## src/rtl/seg_scan_ctrl.sv

```systemverilog
// Scan controller for the shared seven-segment bus. Each digit slot is BLANK_CYCLES dark, then a SHOW phase; the inputs are snapshotted once per frame.
// Every output is registered and moves on the same edge as the FSM. The scan is free-running and has no backpressure.
module seg_scan_ctrl #(
  parameter int DIGITS       = 8,
  parameter int PRESCALE     = 100000,
  parameter int BLANK_CYCLES = 16
) (
  input  logic                CLK100MHZ,
  input  logic                CPU_RESETN,
  input  logic [4*DIGITS-1:0] value,
  input  logic [DIGITS-1:0]   digit_en,
  input  logic [DIGITS-1:0]   dp_in,
  input  logic                lz_en,
  output logic [6:0]          SEG,
  output logic                DP,
  output logic [DIGITS-1:0]   AN,
  output logic                frame_tick
);

  localparam int CW = (PRESCALE > 1) ? $clog2(PRESCALE) : 1;
  localparam int IW = (DIGITS > 1) ? $clog2(DIGITS) : 1;
  localparam logic [CW-1:0] BLANK_LAST = CW'(BLANK_CYCLES - 1);
  localparam logic [CW-1:0] SHOW_LAST  = CW'(PRESCALE - BLANK_CYCLES - 1);
  localparam logic [IW-1:0] IDX_LAST   = IW'(DIGITS - 1);

  typedef enum logic {
    ST_BLANK = 1'b0,
    ST_SHOW  = 1'b1
  } state_t;

  state_t                 r_state;
  state_t                 w_state_nxt;
  logic [CW-1:0]          r_cnt;
  logic [CW-1:0]          w_cnt_nxt;
  logic [IW-1:0]          r_idx;
  logic [IW-1:0]          w_idx_nxt;

  logic [DIGITS-1:0][3:0] r_val_s;
  logic [DIGITS-1:0][3:0] w_val_nxt;
  logic [DIGITS-1:0]      r_en_s;
  logic [DIGITS-1:0]      w_en_nxt;
  logic [DIGITS-1:0]      r_dp_s;
  logic [DIGITS-1:0]      w_dp_nxt;
  logic                   r_lz_s;
  logic                   w_lz_nxt;
  logic                   w_snap;

  logic [DIGITS-1:0]      w_sup;
  logic                   w_zero_above;
  logic                   w_lit;
  logic [3:0]             w_nib;
  logic [DIGITS-1:0]      w_an_nxt;
  logic [6:0]             w_seg_nxt;
  logic                   w_dpo_nxt;

  logic [DIGITS-1:0]      r_an;
  logic [6:0]             r_seg;
  logic                   r_dpo;
  logic                   r_tick;

  function automatic logic [6:0] hex_decode(input logic [3:0] nib);
    logic [6:0] seg;
    case (nib)
      4'h0:    seg = 7'b1000000;
      4'h1:    seg = 7'b1111001;
      4'h2:    seg = 7'b0100100;
      4'h3:    seg = 7'b0110000;
      4'h4:    seg = 7'b0011001;
      4'h5:    seg = 7'b0010010;
      4'h6:    seg = 7'b0000010;
      4'h7:    seg = 7'b1111000;
      4'h8:    seg = 7'b0000000;
      4'h9:    seg = 7'b0010000;
      4'hA:    seg = 7'b0001000;
      4'hB:    seg = 7'b0000011;
      4'hC:    seg = 7'b1000110;
      4'hD:    seg = 7'b0100001;
      4'hE:    seg = 7'b0000110;
      default: seg = 7'b0001110;
    endcase
    return seg;
  endfunction

  always_comb begin
    w_state_nxt = r_state;
    w_cnt_nxt   = r_cnt + 1'b1;
    w_idx_nxt   = r_idx;
    case (r_state)
      ST_BLANK: begin
        if (r_cnt == BLANK_LAST) begin
          w_cnt_nxt   = '0;
          w_state_nxt = ST_SHOW;
        end
      end
      ST_SHOW: begin
        if (r_cnt == SHOW_LAST) begin
          w_cnt_nxt   = '0;
          w_state_nxt = ST_BLANK;
          w_idx_nxt   = (r_idx == IDX_LAST) ? '0 : r_idx + 1'b1;
        end
      end
      default: begin
        w_cnt_nxt   = '0;
        w_state_nxt = ST_BLANK;
      end
    endcase
  end

  // The display is driven from post-edge snapshot values, so a snapshot edge that goes straight to SHOW still shows fresh data.
  assign w_snap    = (r_state == ST_BLANK) && (r_idx == '0) && (r_cnt == '0);
  assign w_val_nxt = w_snap ? value    : r_val_s;
  assign w_en_nxt  = w_snap ? digit_en : r_en_s;
  assign w_dp_nxt  = w_snap ? dp_in    : r_dp_s;
  assign w_lz_nxt  = w_snap ? lz_en    : r_lz_s;

  // Walk down from the top digit: a digit stays blank while every enabled nibble at or above it is zero.
  always_comb begin
    w_sup        = '0;
    w_zero_above = 1'b1;
    for (int i = DIGITS - 1; i > 0; i--) begin
      w_zero_above = w_zero_above & (~w_en_nxt[i] | (w_val_nxt[i] == 4'd0));
      w_sup[i]     = w_lz_nxt & w_zero_above;
    end
  end

  always_comb begin
    w_an_nxt  = '1;
    w_seg_nxt = 7'b1111111;
    w_dpo_nxt = 1'b1;
    w_nib     = w_val_nxt[w_idx_nxt];
    w_lit     = (w_state_nxt == ST_SHOW) && w_en_nxt[w_idx_nxt] && !w_sup[w_idx_nxt];
    if (w_state_nxt == ST_SHOW) begin
      w_seg_nxt = hex_decode(w_nib);
    end
    if (w_lit) begin
      w_an_nxt[w_idx_nxt] = 1'b0;
      w_dpo_nxt           = ~w_dp_nxt[w_idx_nxt];
    end
  end

  always_ff @(posedge CLK100MHZ or negedge CPU_RESETN) begin
    if (!CPU_RESETN) begin
      r_state <= ST_BLANK;
      r_cnt   <= '0;
      r_idx   <= '0;
      r_val_s <= '0;
      r_en_s  <= '0;
      r_dp_s  <= '0;
      r_lz_s  <= 1'b0;
      r_an    <= '1;
      r_seg   <= 7'b1111111;
      r_dpo   <= 1'b1;
      r_tick  <= 1'b0;
    end else begin
      r_state <= w_state_nxt;
      r_cnt   <= w_cnt_nxt;
      r_idx   <= w_idx_nxt;
      r_val_s <= w_val_nxt;
      r_en_s  <= w_en_nxt;
      r_dp_s  <= w_dp_nxt;
      r_lz_s  <= w_lz_nxt;
      r_an    <= w_an_nxt;
      r_seg   <= w_seg_nxt;
      r_dpo   <= w_dpo_nxt;
      r_tick  <= w_snap;
    end
  end

  assign AN         = r_an;
  assign SEG        = r_seg;
  assign DP         = r_dpo;
  assign frame_tick = r_tick;

endmodule

```

## config.mk

```make
export PLATFORM = sky130hd
export DESIGN_NAME = seg_scan_ctrl
export DESIGN_NICKNAME = d
export VERILOG_FILES = /design/src/rtl/seg_scan_ctrl.sv
export SDC_FILE = /design/constraint.sdc
export NUM_CORES = 1
export LEC_CHECK = 0
export ABC_AREA = 1
export BUFFER_PORTS_ARGS = -buffer_cell sky130_fd_sc_hd__buf_2
export CELL_PAD_IN_SITES_DETAIL_PLACEMENT = 1
export CELL_PAD_IN_SITES_GLOBAL_PLACEMENT = 1
export CORE_ASPECT_RATIO = 0.6
export CORE_MARGIN = 2
export CORE_UTILIZATION = 40
export CTS_CLUSTER_SIZE = 16
export DETAILED_ROUTE_END_ITERATION = 7
export PLACE_DENSITY_LB_ADDON = 0.1
export SLEW_MARGIN = 15
export SYNTH_ARGS = -nofsm -noshare
export SYNTH_HDL_FRONTEND = slang
export SYNTH_SLANG_ARGS = --single-unit
```

## constraint.sdc

```tcl
create_clock -name CLK100MHZ -period 2.95 [get_ports CLK100MHZ]
set_input_delay 0.1475 -clock CLK100MHZ [delete_from_list [all_inputs] [get_ports CLK100MHZ]]
set_output_delay 0.1475 -clock CLK100MHZ [all_outputs]
set_load 0.05 [all_outputs]
```

==> metrics.log <==
[metrics] count of cells along the worst register-to-register path: 21
[metrics] PwrDens: 477 nW/um^2
[metrics] horizontal extent of the die: 145 um
[metrics] CTS tree: built
[metrics] maximum number of pins on one net before global-route repair: 80
[metrics] leading cell types by total area after synthesis: sky130_fd_sc_hd__dfrtp_1 37%, sky130_fd_sc_hd__nand2_1 19%, sky130_fd_sc_hd__dfstp_2 8.8%
[metrics] switching power of the nets: 0.000675 W
[metrics] effective utilization at floorplan: 41.8%
[metrics] failing checks: negative hold slack
[metrics] most common cell type on the critical path: sky130_fd_sc_hd__nand2_1
[metrics] cell area after layout: 5800 sq um
[metrics] number of iterations in the first detailed-routing pass: 4
[metrics] top flip-flop cell by instance count after synthesis: sky130_fd_sc_hd__dfrtp_1
[metrics] transition time at the pin with the least slew margin: 1.03 ns
[metrics] stage delay of the slowest cell on the critical path: 0.40 ns
[metrics] fraction of registers with async set or reset after synthesis: 100%
[metrics] Filler Cell Count: 1426
[metrics] fraction of final layout cells sized beyond drive strength 1: 27.1%
[metrics] Routability Congestion: 0.864
[metrics] run status: finished with violations
[metrics] Setup Viol. Count Final: 0
[metrics] final period demand of the worst path: 2.80 ns
[metrics] count of pins on the block boundary: 68
[metrics] die area: 12900 sq um
[metrics] input/output buffers: 67
[metrics] number of max-capacitance violations reported: 0
[metrics] total cell area at the placement stage: 5310 sq um
[metrics] antenna cells: 0
[metrics] share of power burned in registers: 45.4%
[metrics] Inserted Clock Buffers: 9
[metrics] half-perimeter wire length after detailed placement: 10.8 mm
[metrics] Warnings, synthesis: 0
[metrics] synthesized netlist net count: 673
[metrics] Initial DRC Count: 286
[metrics] worst slack after detailed placement: -0.000434 ns
[metrics] library cell with the largest summed area after synthesis: sky130_fd_sc_hd__dfrtp_1
[metrics] Clock Power Share: 45.7%
[metrics] cell-internal power: 0.00209 W
[metrics] most frequent cell after synthesis: sky130_fd_sc_hd__nand2_1
[metrics] Max Clk Rate: 357 MHz
[metrics] final worst slack: 0.147 ns
[metrics] CTS H-tree lvls: 3
[metrics] number of vias in the routed layout: 4299
[metrics] combinational share of power: 9.0%
[metrics] final period utilization: 95.0%
[metrics] area share of the largest cell type after synthesis: 37.0%
[metrics] synthesized flop and latch total: 87
[metrics] clock latency on the worst-skew pair: 0.34 ns
[metrics] maximum clock insertion buffer count: 2
[metrics] worst hold slack after final layout: -0.0337 ns
[metrics] headroom to the max-slew limit: 31.1%
[metrics] leading cell types by count after synthesis: 244 x sky130_fd_sc_hd__nand2_1, 71 x sky130_fd_sc_hd__dfrtp_1, 62 x sky130_fd_sc_hd__inv_1
[metrics] VDD IR max: 0.293 mV
[metrics] standard cell core area: 11500 sq um
[metrics] site row count: 30
[metrics] Slowest-stage cell, CP: sky130_fd_sc_hd__dfrtp_1
[metrics] data arrival at the endpoint of the critical path: 3.08 ns
[metrics] antenna-violating nets left: 0
[metrics] number of sinks handled by clock tree synthesis: 87
[metrics] final clock skew: 0.00857 ns
[metrics] post-synthesis cell count: 611
[metrics] switching power share of the total: 24.4%
[metrics] distinct cell type count of the synthesized netlist: 43
[metrics] type of origin of the critical path: register
[metrics] wire length of the first global-routing pass: 23.4 mm
[metrics] cell breakdown of the critical path: inv_2, ha_1, nand3_1, nor2_4, nand3_4, buf_6, nand2_1, nand2_1, nand2_1, nand2_1, nand2_1, nand2_1, nand2_1, nand2_4, inv_4, ha_1, inv_1, nand2_1, nand2_1, nand2_1, nand2_1
[metrics] syn avg cell area: 7.85 sq um
[metrics] wire per inst: 17.0 um
[metrics] number of enable-type register cells in the synthesized netlist: 0
[metrics] cell leakage power: 3.05 nW
[metrics] critical path capture point type: register
[metrics] Clk pin slew, worst setup/hold paths: 0.07 ns
[metrics] total routing resource utilization after global routing: 23.5%
[metrics] sequential-to-total area share from yosys stat: 45.8%
[metrics] area growth from synthesis to final layout: 20.9%
[metrics] wirelength, routed: 14.6 mm
[metrics] clock tree root buffer cell: sky130_fd_sc_hd__clkbuf_16
[metrics] Congestion Overflow GR: 0
[metrics] vias in the first global route: 4326
[metrics] antenna violations before repair: 0
[metrics] routed via count divided by cell count: 4.99
[metrics] Net count, final: 759
[metrics] total count of max-transition violations in the final report: 0
[metrics] Final Hold Vio Count: 18
[metrics] core utilization of the finished layout: 50.5%
[metrics] remaining design rule violation count: 0
[metrics] die height: 88.8 um
[metrics] Hold Crit Class: input port to asynchronous set/reset pin
[metrics] Post-Syn Area: 4800 sq um
[metrics] data required time of the worst path: 3.23 ns
[metrics] start-to-end type of the worst setup path: register to register
[metrics] biggest fanout along the worst timing path: 9
path summary, 6_finish.rpt:
check	start	endpoint	slack, ns
max	r_idx[0]	SEG[1]	0.15
min	CPU_RESETN	r_cnt[2]	-0.03
max reg2reg	r_idx[0]	SEG[1]	0.15
min reg2reg	r_cnt[0]	r_cnt[0]	0.48
max in group asynchronous	CPU_RESETN	AN[6]	2.12
min in group CLK100MHZ	dp_in[2]	r_dp_s[2]	0.03
per-stage QoR:
stage | power [W] | hold slack (ns) | setup TNS (ns) | cells
finish | 0.00276 | -0.0337 | 0 | 862
global route | 0.00287 | 0.0390 | -0.0127 | 862
CTS | 0.00279 | 0.0207 | 0 | 857
detailed placement | 0.00152 | 0.376 | -0.000434 | 836
global placement | 0.00151 | 0.370 | 0 | 836
floorplan | 0.00141 | -0.148 | 0 | 611
placed cells by master (no fill, tap or decap), types with 8 or more instances in the layout:
master / netlist / final
sky130_fd_sc_hd__inv_1: 62 / 55
sky130_fd_sc_hd__o21ai_1: 7 / 8
sky130_fd_sc_hd__dfrtp_1: 71 / 71
sky130_fd_sc_hd__buf_2: 7 / 66
sky130_fd_sc_hd__nand4_1: 23 / 23
sky130_fd_sc_hd__clkbuf_16: 0 / 9
sky130_fd_sc_hd__dfstp_2: 16 / 16
sky130_fd_sc_hd__nand3_1: 39 / 37
sky130_fd_sc_hd__nand2_1: 244 / 240
sky130_fd_sc_hd__nand2_2: 10 / 12
sky130_fd_sc_hd__buf_4: 3 / 24
sky130_fd_sc_hd__ha_1: 11 / 9
sky130_fd_sc_hd__nor2_1: 34 / 33
sky130_fd_sc_hd__inv_2: 10 / 13
flip-flops by register name (all words and copies together) (netlist names):
name / flops
AN: 8
SEG: 7
r_dp_s: 8
r_lz_s: 1
frame_tick: 1
r_idx: 3
r_val_s: 32
r_cnt: 17
DP: 1
r_en_s: 8
r_state: 1
logic make-up after synthesis:
group           Yosys count  synth area share [%]
simple gates            380                  36.2
buf+inv                  95                  9.73
flops                    87                  45.8
compound gates           33                  4.51
fa+ha+maj                11                  2.87
xor+xnor                  5                 0.913
metal layers:
metal,wire length (um),vias to the layer above,track usage [%],part of all wire [%]
li1,-,2102,-,-
met1,7830,2095,35.8,53
met2,6050,94,34.6,41
met3,690,8,4.59,4.7
met4,75,0,4.72,0.51
met5,0,-,0,0
power groups by stage:
stage / sequential [W] / clock [W] / combinational, W
floorplan: 0.00131 / 0 / 0.000100
global placement: 0.00127 / 0 / 0.000235
detailed placement: 0.00128 / 0 / 0.000241
CTS: 0.00125 / 0.00129 / 0.000245
global route: 0.00126 / 0.00134 / 0.000278
finish: 0.00125 / 0.00126 / 0.000248
final cells by class:
cell class	instances	area [sq um]	area share [%]
clock inverter	6	91.3	1.57
clock buffer	10	239	4.12
timing repair buffer	96	596	10.3
sequential	87	2200	37.9
multi-input combinational	430	2190	37.8
inverter	73	284	4.90
tap	160	200	3.45
timing repair:
action                                  4_1_cts  5_1_grt
gates resized for setup                       1       31
cloned                                        0        1
pin swaps                                     1        2
endpoints found under the hold margin         0        0
endpoints found under the setup margin        6       16
hold buffers                                  0        0
setup buffers                                 5        4
worst max-delay path: cells and delay by family, from the launching register on:
family,cells,cell delay (ns)
AND/OR/NAND/NOR,15,1.55
buffers and inverters,4,0.41
flip-flops,1,0.40
adder cells (fa/ha/maj),2,0.37
Note: power is estimated with default switching activity, not from simulation.
